<file path="config.mk">
export PLATFORM = sky130hd
export DESIGN_NAME = cond_branch_sequencer
export DESIGN_NICKNAME = d
export VERILOG_FILES = /design/src/rtl/cond_branch_sequencer.sv
export SDC_FILE = /design/constraint.sdc
export NUM_CORES = 1
export LEC_CHECK = 0
export BUFFER_PORTS_ARGS = -buffer_cell sky130_fd_sc_hd__buf_2
export CAP_MARGIN = 0
export CORE_MARGIN = 2
export CORE_UTILIZATION = 52
export CTS_CLUSTER_DIAMETER = 120
export DETAILED_ROUTE_END_ITERATION = 8
export PLACE_DENSITY = 0.76
export SLEW_MARGIN = 20
export SYNTH_ARGS = -nofsm -noshare
export SYNTH_HDL_FRONTEND = slang
export SYNTH_SLANG_ARGS = --single-unit
</file>
<file path="constraint.sdc">
create_clock -name clk -period 2.3 [get_ports clk]
set_input_delay 0.575 -clock clk [delete_from_list [all_inputs] [get_ports clk]]
set_output_delay 0.575 -clock clk [all_outputs]
set_load 0.01 [all_outputs]
</file>
<file path="src/rtl/cond_branch_sequencer.sv">
// rtl/cond_branch_sequencer.sv - PC sequencer with condition evaluation and return stack
//
// Accepts STEP/JUMP/CALL/RET ops over a valid/ready handshake, evaluates a 3-bit
// condition code against a signed operand and updates the PC and a return stack.
//
// Ports:
//   clk, rst_n             clock, asynchronous active-low reset
//   instr_valid/ready      op handshake (ready only in IDLE)
//   op, condition          op code (STEP/JUMP/CALL/RET), condition code
//   value, target          signed operand tested by condition, branch/call destination
//   clear_err              leaves ERROR state, clears fault flags
//   pc                     current program counter
//   taken                  one-cycle pulse with the condition result of the last op
//   stack_ovf, stack_unf   sticky stack fault flags
//   sp                     return stack occupancy
module cond_branch_sequencer #(
    parameter int PC_W        = 8,
    parameter int DATA_W      = 8,
    parameter int STACK_DEPTH = 4
) (
    input  logic                         clk,
    input  logic                         rst_n,
    input  logic                         instr_valid,
    output logic                         instr_ready,
    input  logic [1:0]                   op,
    input  logic [2:0]                   condition,
    input  logic [DATA_W-1:0]            value,
    input  logic [PC_W-1:0]              target,
    input  logic                         clear_err,
    output logic [PC_W-1:0]              pc,
    output logic                         taken,
    output logic                         stack_ovf,
    output logic                         stack_unf,
    output logic [$clog2(STACK_DEPTH):0] sp
);

    localparam int IDX_W = $clog2(STACK_DEPTH);
    localparam int SP_W  = IDX_W + 1;

    localparam logic [1:0] ST_IDLE  = 2'd0;
    localparam logic [1:0] ST_EVAL  = 2'd1;
    localparam logic [1:0] ST_ERROR = 2'd2;

    localparam logic [1:0] OP_STEP = 2'b00;
    localparam logic [1:0] OP_JUMP = 2'b01;
    localparam logic [1:0] OP_CALL = 2'b10;
    localparam logic [1:0] OP_RET  = 2'b11;

    logic [1:0]        state;
    logic [1:0]        op_q;
    logic [2:0]        cond_q;
    logic [DATA_W-1:0] value_q;
    logic [PC_W-1:0]   target_q;

    logic [PC_W-1:0]   stack_mem [STACK_DEPTH];

    logic              base_true;
    logic              cond_true;
    logic              stack_full;
    logic              stack_empty;
    logic              push_en;
    logic              pop_en;
    logic              fault;
    logic [SP_W-1:0]   sp_m1;
    logic [PC_W-1:0]   pc_inc;

    assign instr_ready = (state == ST_IDLE);

    // Bits [1:0] select the base test, bit 2 inverts it (000 never / 100 always).
    always_comb begin
        base_true = 1'b0;
        case (cond_q[1:0])
            2'b00: base_true = 1'b0;
            2'b01: base_true = (value_q == '0);
            2'b10: base_true = value_q[DATA_W-1];
            2'b11: base_true = value_q[DATA_W-1] | (value_q == '0);
            default: base_true = 1'b0;
        endcase
    end

    assign cond_true   = base_true ^ cond_q[2];
    assign stack_full  = (sp == SP_W'(STACK_DEPTH));
    assign stack_empty = (sp == '0);
    assign sp_m1       = sp - SP_W'(1);
    assign pc_inc      = pc + PC_W'(1);

    always_comb begin
        push_en = 1'b0;
        pop_en  = 1'b0;
        fault   = 1'b0;
        if (state == ST_EVAL && cond_true) begin
            if (op_q == OP_CALL) begin
                push_en = !stack_full;
                fault   = stack_full;
            end else if (op_q == OP_RET) begin
                pop_en  = !stack_empty;
                fault   = stack_empty;
            end
        end
    end

    // Contents need no reset: occupancy is tracked by sp alone.
    always_ff @(posedge clk) begin
        if (push_en) begin
            stack_mem[sp[IDX_W-1:0]] <= pc_inc;
        end
    end

    always_ff @(posedge clk or negedge rst_n) begin
        if (!rst_n) begin
            state     <= ST_IDLE;
            op_q      <= OP_STEP;
            cond_q    <= '0;
            value_q   <= '0;
            target_q  <= '0;
            pc        <= '0;
            taken     <= 1'b0;
            stack_ovf <= 1'b0;
            stack_unf <= 1'b0;
            sp        <= '0;
        end else begin
            taken <= 1'b0;
            case (state)
                ST_IDLE: begin
                    if (instr_valid) begin
                        op_q     <= op;
                        cond_q   <= condition;
                        value_q  <= value;
                        target_q <= target;
                        state    <= ST_EVAL;
                    end
                end
                ST_EVAL: begin
                    // STEP never reports a taken condition; faults still do.
                    taken <= (op_q != OP_STEP) && cond_true;
                    state <= fault ? ST_ERROR : ST_IDLE;
                    case (op_q)
                        OP_STEP: pc <= pc_inc;
                        OP_JUMP: pc <= cond_true ? target_q : pc_inc;
                        OP_CALL: begin
                            if (!cond_true) begin
                                pc <= pc_inc;
                            end else if (push_en) begin
                                pc <= target_q;
                                sp <= sp + SP_W'(1);
                            end else begin
                                stack_ovf <= 1'b1;
                            end
                        end
                        OP_RET: begin
                            if (!cond_true) begin
                                pc <= pc_inc;
                            end else if (pop_en) begin
                                pc <= stack_mem[sp_m1[IDX_W-1:0]];
                                sp <= sp_m1;
                            end else begin
                                stack_unf <= 1'b1;
                            end
                        end
                        default: pc <= pc_inc;
                    endcase
                end
                ST_ERROR: begin
                    if (clear_err) begin
                        stack_ovf <= 1'b0;
                        stack_unf <= 1'b0;
                        state     <= ST_IDLE;
                    end
                end
                default: state <= ST_IDLE;
            endcase
        end
    end

endmodule

</file>
==> summary.md, run 1 <==
| Metric | Value |
|---|---|
| Status | complete, no violations |
| Area leader, netlist | edfxtp_1 |
| Yosys cell types | 48 |
| Fraction of registers with async set/reset | 53.6% |
| Cell Pwr Density | 1150 nW/µm² |
| DRC | 0 |
| Initial drt markers | 171 |
| Yosys reg bits | ~70 |
| Setup WS pre-CTS | 85.0 ps |
| Vias | 2148 |
| CTS sink cnt | 69 |
| Final WL | 6.46 mm |
| Die Span Y | around 83 µm |
| Post-Layout Cell Count | 362 |
| Die area | 6820 µm² |
| NetSw | 0.00152 W |
| Synthesized area per cell | 13.9 µm² |
| Slack of the critical path | 124 ps |
| Final worst path period need | 2180 ps |
| Met2 Use GR | 32.9% |
| GRT Overall Usage | 21.1% |
| Worst-skew pair later-pin latency | 340 ps |
| Dpl hpwl | 4.63 mm |
| Period utilization | between 90 and 100% |
| Final setup violation count | 0 |
| CP Capture Type | register |
| Core area | 5960 µm² |
| Starting Density | 53.9% |
| Layout Nets | 316 |
| Achievable frequency | 460 MHz |
| Wire per inst | 17.9 µm |
| Slew HR | between 40% and 50% |
| IO Port Bufs | 39 |
| Yosys top cell area share | 29.9% |
| Fin Setup TNS | 0 ps |
| Met3 usage | just over 8% |
| Number of global-route vias before repair | 2057 |
| Startpoint types | register |
| Slew Limit Fails | 0 |
| Post-layout instance area | around 3800 µm² |
| Worst-Margin Slew | 841 ps |
| Congestion Overflow GR | 0 |
| CTS Buffer Depth | 2 |
| Hold Violations, Final | 0 |
| Final Wtd Congestion | 0.898 |
| Int Pwr | about 0.0028 W |
| Critical R2R Launch | value_q[1] |
| Sequential Power Share | 42.4% |
| Max_cap viols | 0 |
| Placed Area | around 3600 µm² |
| Post-synth net total | 265 |
| Crit path kind | reg2reg |
| Num ports | 40 |
| Clock power frac | 21.0% |
| Cell row count | 28 |
| Overall power | ~0.0044 W |
| P_leak | 1.55 nW |
| Initial DRT Pass Iterations | 5 |
| Pin count of the biggest net entering global routing | 38 |
| Area growth from synthesis to layout | 18.0% |
| Htree depth | 3 |
| Hold crit path type | in2async |
| Unrepaired setup endpoints after global routing | no |
| Setup Buffers After CTS | 0 |
| Crit path launch | value_q[1] |
| Initial antenna violation count | 0 |
| Cell Area, Synth | 3210 µm² |
| Global route hottest layer | met2 |
| Sequential area share after synthesis | around 59% |
| Comb power frac | 36.6% |
| CTS Buf Count | 9 |
| Clock Skews | between 4 and 5 ps |
| Dpl cells | 346 |
| Primary FF master, synth | dfrtp_1 |
| Post-synth EDFFs | 32 |
| Mapped Cells | 231 |
| CP Max Fanout | 13 |
| Die Wd | 82.6 µm |
| GRT met1 Usage | around 27% |
| Layout cell share with drive strength beyond 1 | 34.1% |
| Peak supply drop | approximately 650 µV |
| Root Buffer | clkbuf_8 |
| Sw Ratio | a little over a third |
| CTS tree | yes |
| Synth area leaders | edfxtp_1, dfrtp_1, mux2_2, mux4_2, ha_1 |
| CP Data Required Time | 2490 ps |
| Synthesis Warnings | 0 |
| N_diodes | 0 |
| Avg Vias per Cell | about 5.9 |
| Detail Route Antenna Nets | 0 |
| Reg clk slew, reported paths | 70 ps |
| Critical path data arrival time | 2370 ps |
| First-pass GRT wire length | slightly above 10 mm |
| Fillers | 447 |
==> synth_stat cells, types with 2 or more instances <==
cell / instances
o22a_1: 2
or3_1: 3
nor3_1: 3
mux2_2: 22
nand2b_1: 2
xor2_1: 3
dfrtp_1: 37
nor2b_1: 3
o31ai_1: 3
inv_1: 7
nor4_1: 5
o221ai_1: 3
clkbuf_1: 6
buf_2: 4
o31a_1: 2
mux4_2: 8
nand3_1: 4
ha_1: 9
nand2_1: 12
o21ai_0: 11
edfxtp_1: 32
o32a_1: 2
and2_1: 3
a211oi_1: 2
a31o_1: 2
a22oi_1: 5
and3_1: 4
nor2_1: 8
xnor2_1: 5
==> cells by family (layout without fill, tap and decap cells) <==
kind of cell	after synthesis	count (layout)	share of synthesized area [%]
flip-flops	69	69	58.8
AND/OR/NAND/NOR	50	50	8.58
AO/OA/AOI/OAI	46	46	11.0
multiplexers	31	31	13.6
buffers and inverters	18	74	2.26
adder cells (fa/ha/maj)	9	9	3.51
XOR/XNOR	8	8	2.18
==> per-stage QoR <==
stage,hold slack (ps),utilization [%]
6_report,334,63.6
5_1_grt,392,63.6
4_1_cts,348,63.4
3_5_place_dp,489,60.3
3_3_place_gp,485,60.3
2_1_floorplan,279,-
==> area by class of cell <==
cell class	instances	area, µm²	share of cell area (%)
tap	75	93.8	2.48
multi-input combinational	144	1260	33.3
inverter	7	26.3	0.694
clock buffer	10	128	3.37
sequential	69	1890	49.8
timing repair buffer	51	335	8.86
clock inverter	6	53.8	1.42
==> registers in the layout, summed over array words and instances (netlist names) <==
register / count
stack_mem: 32
pc: 8
target_q: 8
value_q: 8
cond_q: 3
sp: 3
op_q: 2
state: 2
stack_ovf: 1
stack_unf: 1
taken: 1
==> metal layers <==
layer  vias to the layer above  routed length [µm]  share of wire, %
li1                        995                   -                 -
met4                         0                  89               1.4
met5                         -                   0                 0
met3                        11                 416               6.4
met2                        92                3210                50
met1                      1050                2750                43
==> power by group through the flow <==
stage	Combinational, W	Clock [W]	Sequential [W]
after floorplan	0.00104	0	0.00187
after global placement	0.00154	0	0.00186
after detailed placement	0.00158	0	0.00187
after CTS	0.00159	0.000937	0.00185
after global routing	0.00174	0.000986	0.00188
final	0.00159	0.000914	0.00185
==> placed cells by master, fill, tap and decap left out, drive strengths merged, types with 6 or more instances in the layout <==
cell type and count:
edfxtp 32, clkbuf 10, o21ai 11, inv 7
ha 9, mux2 22, nand2 12, mux4 8
nor2 8, nor4 6, buf 51, dfrtp 37
==> worst max-delay path: stages (launching register included) <==
cell and delay [ps]:
dfrtp_1 400, nor3_1 390, a311oi_4 250, o31ai_1 630
o32a_1 230, o221ai_1 120
==> worst paths after layout <==
kind                                    end  slack (ps)  cells after the start
worst min-delay path             value_q[0]         330                      1
max in group asynchronous       target_q[4]        1440                      1
worst max register to register        pc[3]         120                      5
min in group clk                    op_q[0]         440                      3
worst max-delay path                  pc[3]         120                      5
worst min register to register    cond_q[1]         500                      1
==> repair_timing <==
action,4_1_cts,5_1_grt
gates resized for setup,0,2
setup endpoints to repair,0,38
hold buffers,0,0
Note: power is estimated with default switching activity, not from simulation.
==> inputs of run 2 (changes only) <==
CORE_ASPECT_RATIO = 2   (was not set)
==> run 2 against run 1 <==
  * Worst setup slack better by 24 ps
  * Sequential cell count unchanged
  * Hold slack improved by 13 ps
  * First-iteration DRC count fell by 67%
  * Global-route usage increased by 0.99 points
  * Largest power group unchanged
  * Clock skew rose by 1.2 ps
==> summary.md, run 2 (synthesis gave the netlist of run 1 again) <==
| Metric | Value |
|---|---|
| Status | complete, no violations |
| Vias | around 2100 |
| Clock Skews | 5.88 ps |
| Max FFs per register | 32 |
| Comb power frac | between 30% and 40% |
| Max incr delay on CP | 490 ps |
| Critical path data arrival time | 2370 ps |
| CTS Buf Count | 9 |
| Slew Limit Fails | 0 |
| CTS tree | yes |
| Period utilization | 93.6% |
| CP Max Fanout | 9 |
| Layout Nets | 319 |
| Die area | 6850 µm² |
| Htree depth | 3 |
| Sw Ratio | 32.6% |
| Slew HR | approximately 44% |
| DRC | 0 |
| Num ports | 40 |
| Dpl cells | approximately 340 |
| Final worst path period need | around 2200 ps |
| Crit path kind | reg2reg |
| Initial antenna violation count | 0 |
| Cell Pwr Density | 1220 nW/µm² |
| NetSw | 0.00156 W |
| First-pass GRT wire length | 10.7 mm |
| Worst path slowest cell | or3_1 |
| CP Data Required Time | about 2500 ps |
| IO Port Bufs | 39 |
| Critical Path, Cell by Cell | nor3_1 -> a311oi_4 -> or3_1 -> a31o_1 -> mux2_2 |
| Initial DRT Pass Iterations | 4 |
| Layout cell share with drive strength beyond 1 | 35.5% |
| Setup Buffers After CTS | 0 |
| N_diodes | 0 |
| Die Wd | 59.6 µm |
| Multi-input gate area | 1270 µm² |
| Wire per inst | 18.5 µm |
| Worst path top cell family by delay | simple AND/OR/NAND/NOR gates |
| Peak supply drop | between 700 and 800 µV |
| Post-CTS Hold Buffers | 0 |
| Area growth from synthesis to layout | 21.6% |
| Detail Route Antenna Nets | 0 |
| Sequential Power Share | 38.8% |
| Hold Violations, Final | 0 |
| Cell row count | 40 |
| Pin count of the biggest net entering global routing | 38 |
| Buf/Inv on CP | 0 |
| Register area | 1890 µm² |
| Startpoint types | register |
| Avg Vias per Cell | 6.08 |
| Reg clk slew, reported paths | 50 ps |
| Max_cap viols | 0 |
| Unrepaired setup endpoints after global routing | no |
| Worst-Margin Slew | ~840 ps |
| Final WL | 6.54 mm |
| Int Pwr | 0.00322 W |
| Congestion Overflow GR | 0 |
| Most frequent cells in the layout | buf_2, dfrtp_1, edfxtp_1 |
| Final setup violation count | 0 |
| P_leak | 1.61 nW |
| Root Buffer | clkbuf_16 |
| Die Span Y | between 100 and 150 µm |
| Achievable frequency | 465 MHz |
| Core area | 6010 µm² |
| Post-Layout Cell Count | 353 |
| Hold crit path type | in2async |
| Fin Setup TNS | 0 ps |
| Clock power frac | 27.4% |
| Worst-skew pair later-pin latency | around 330 ps |
| Fillers | 467 |
| Placed Area | 3600 µm² |
| Post-layout instance area | 3900 µm² |
| Starting Density | a little over half |
| Commonest non-fill, non-tap cell in the layout | buf_2 |
| Final Wtd Congestion | 0.816 |
| Final core occ | 65.0% |
| GRT Overall Usage | 22.1% |
| CP Capture Type | register |
| CTS sink cnt | 69 |
| Dpl hpwl | 4.89 mm |
| CTS Buffer Depth | 2 |
| Initial drt markers | 57 |
| Number of global-route vias before repair | 2174 |
| Overall power | 0.00477 W |
run 2: routing by layer:
layer	GRT usage [%]	vias up	share of wire, %	routed length [µm]
met5	0	-	0	0
met3	5.51	20	5.4	355
met4	13.3	0	3.7	244
li1	-	1003	-	-
met1	25.0	1049	36	2350
met2	36.6	76	55	3590
run 2: final timing paths:
check	start	endpoint	slack (ps)	cells past startpoint
hold / removal	rst_n	sp[2]	350	1
setup / recovery	value_q[1]	pc[7]	150	5
setup reg to reg	value_q[1]	pc[7]	150	5
max in group asynchronous	rst_n	value_q[1]	1420	1
min in group clk	clear_err	state[1]	460	2
hold reg to reg	cond_q[0]	cond_q[0]	500	1
run 2: cell type report:
type                            instances  share of cell area (%)
Multi-Input combinational cell        144                    32.5
Timing Repair Buffer                   54                    9.17
Clock inverter                          4                    1.28
Sequential cell                        69                    48.3
Tap cell                               63                    2.02
Inverter                                7                   0.673
Clock buffer                           12                    6.06
run 2: what timing repair did:
action                     in CTS  in global routing
setup endpoints to repair       0                  7
hold endpoints to repair        0                  0
gates resized for setup         0                  3
run 2: stage by stage:
step / hold WS, ps / worst slack (ps)
after floorplan: 279 / 48.2
after global placement: 478 / 120
after detailed placement: 491 / 59.8
after CTS: 359 / 92.9
after global routing: 421 / 30.3
final: 347 / 148
run 2: power groups by stage:
| stage | Clock (W) | Sequential [W] | Combinational [W] |
|---|---|---|---|
| floorplan | 0 | 0.00187 | 0.00104 |
| global placement | 0 | 0.00186 | 0.00155 |
| detailed placement | 0 | 0.00187 | 0.00159 |
| CTS | 0.00134 | 0.00185 | 0.00161 |
| global route | 0.00138 | 0.00188 | 0.00178 |
| finish | 0.00131 | 0.00185 | 0.00161 |
run 2: worst register-to-register path: cells and delay by family, from the launching register on:
kind | cells | cell delay (ps)
mux | 1 | 250
flops | 1 | 390
simple gates | 2 | 900
compound gates | 2 | 490
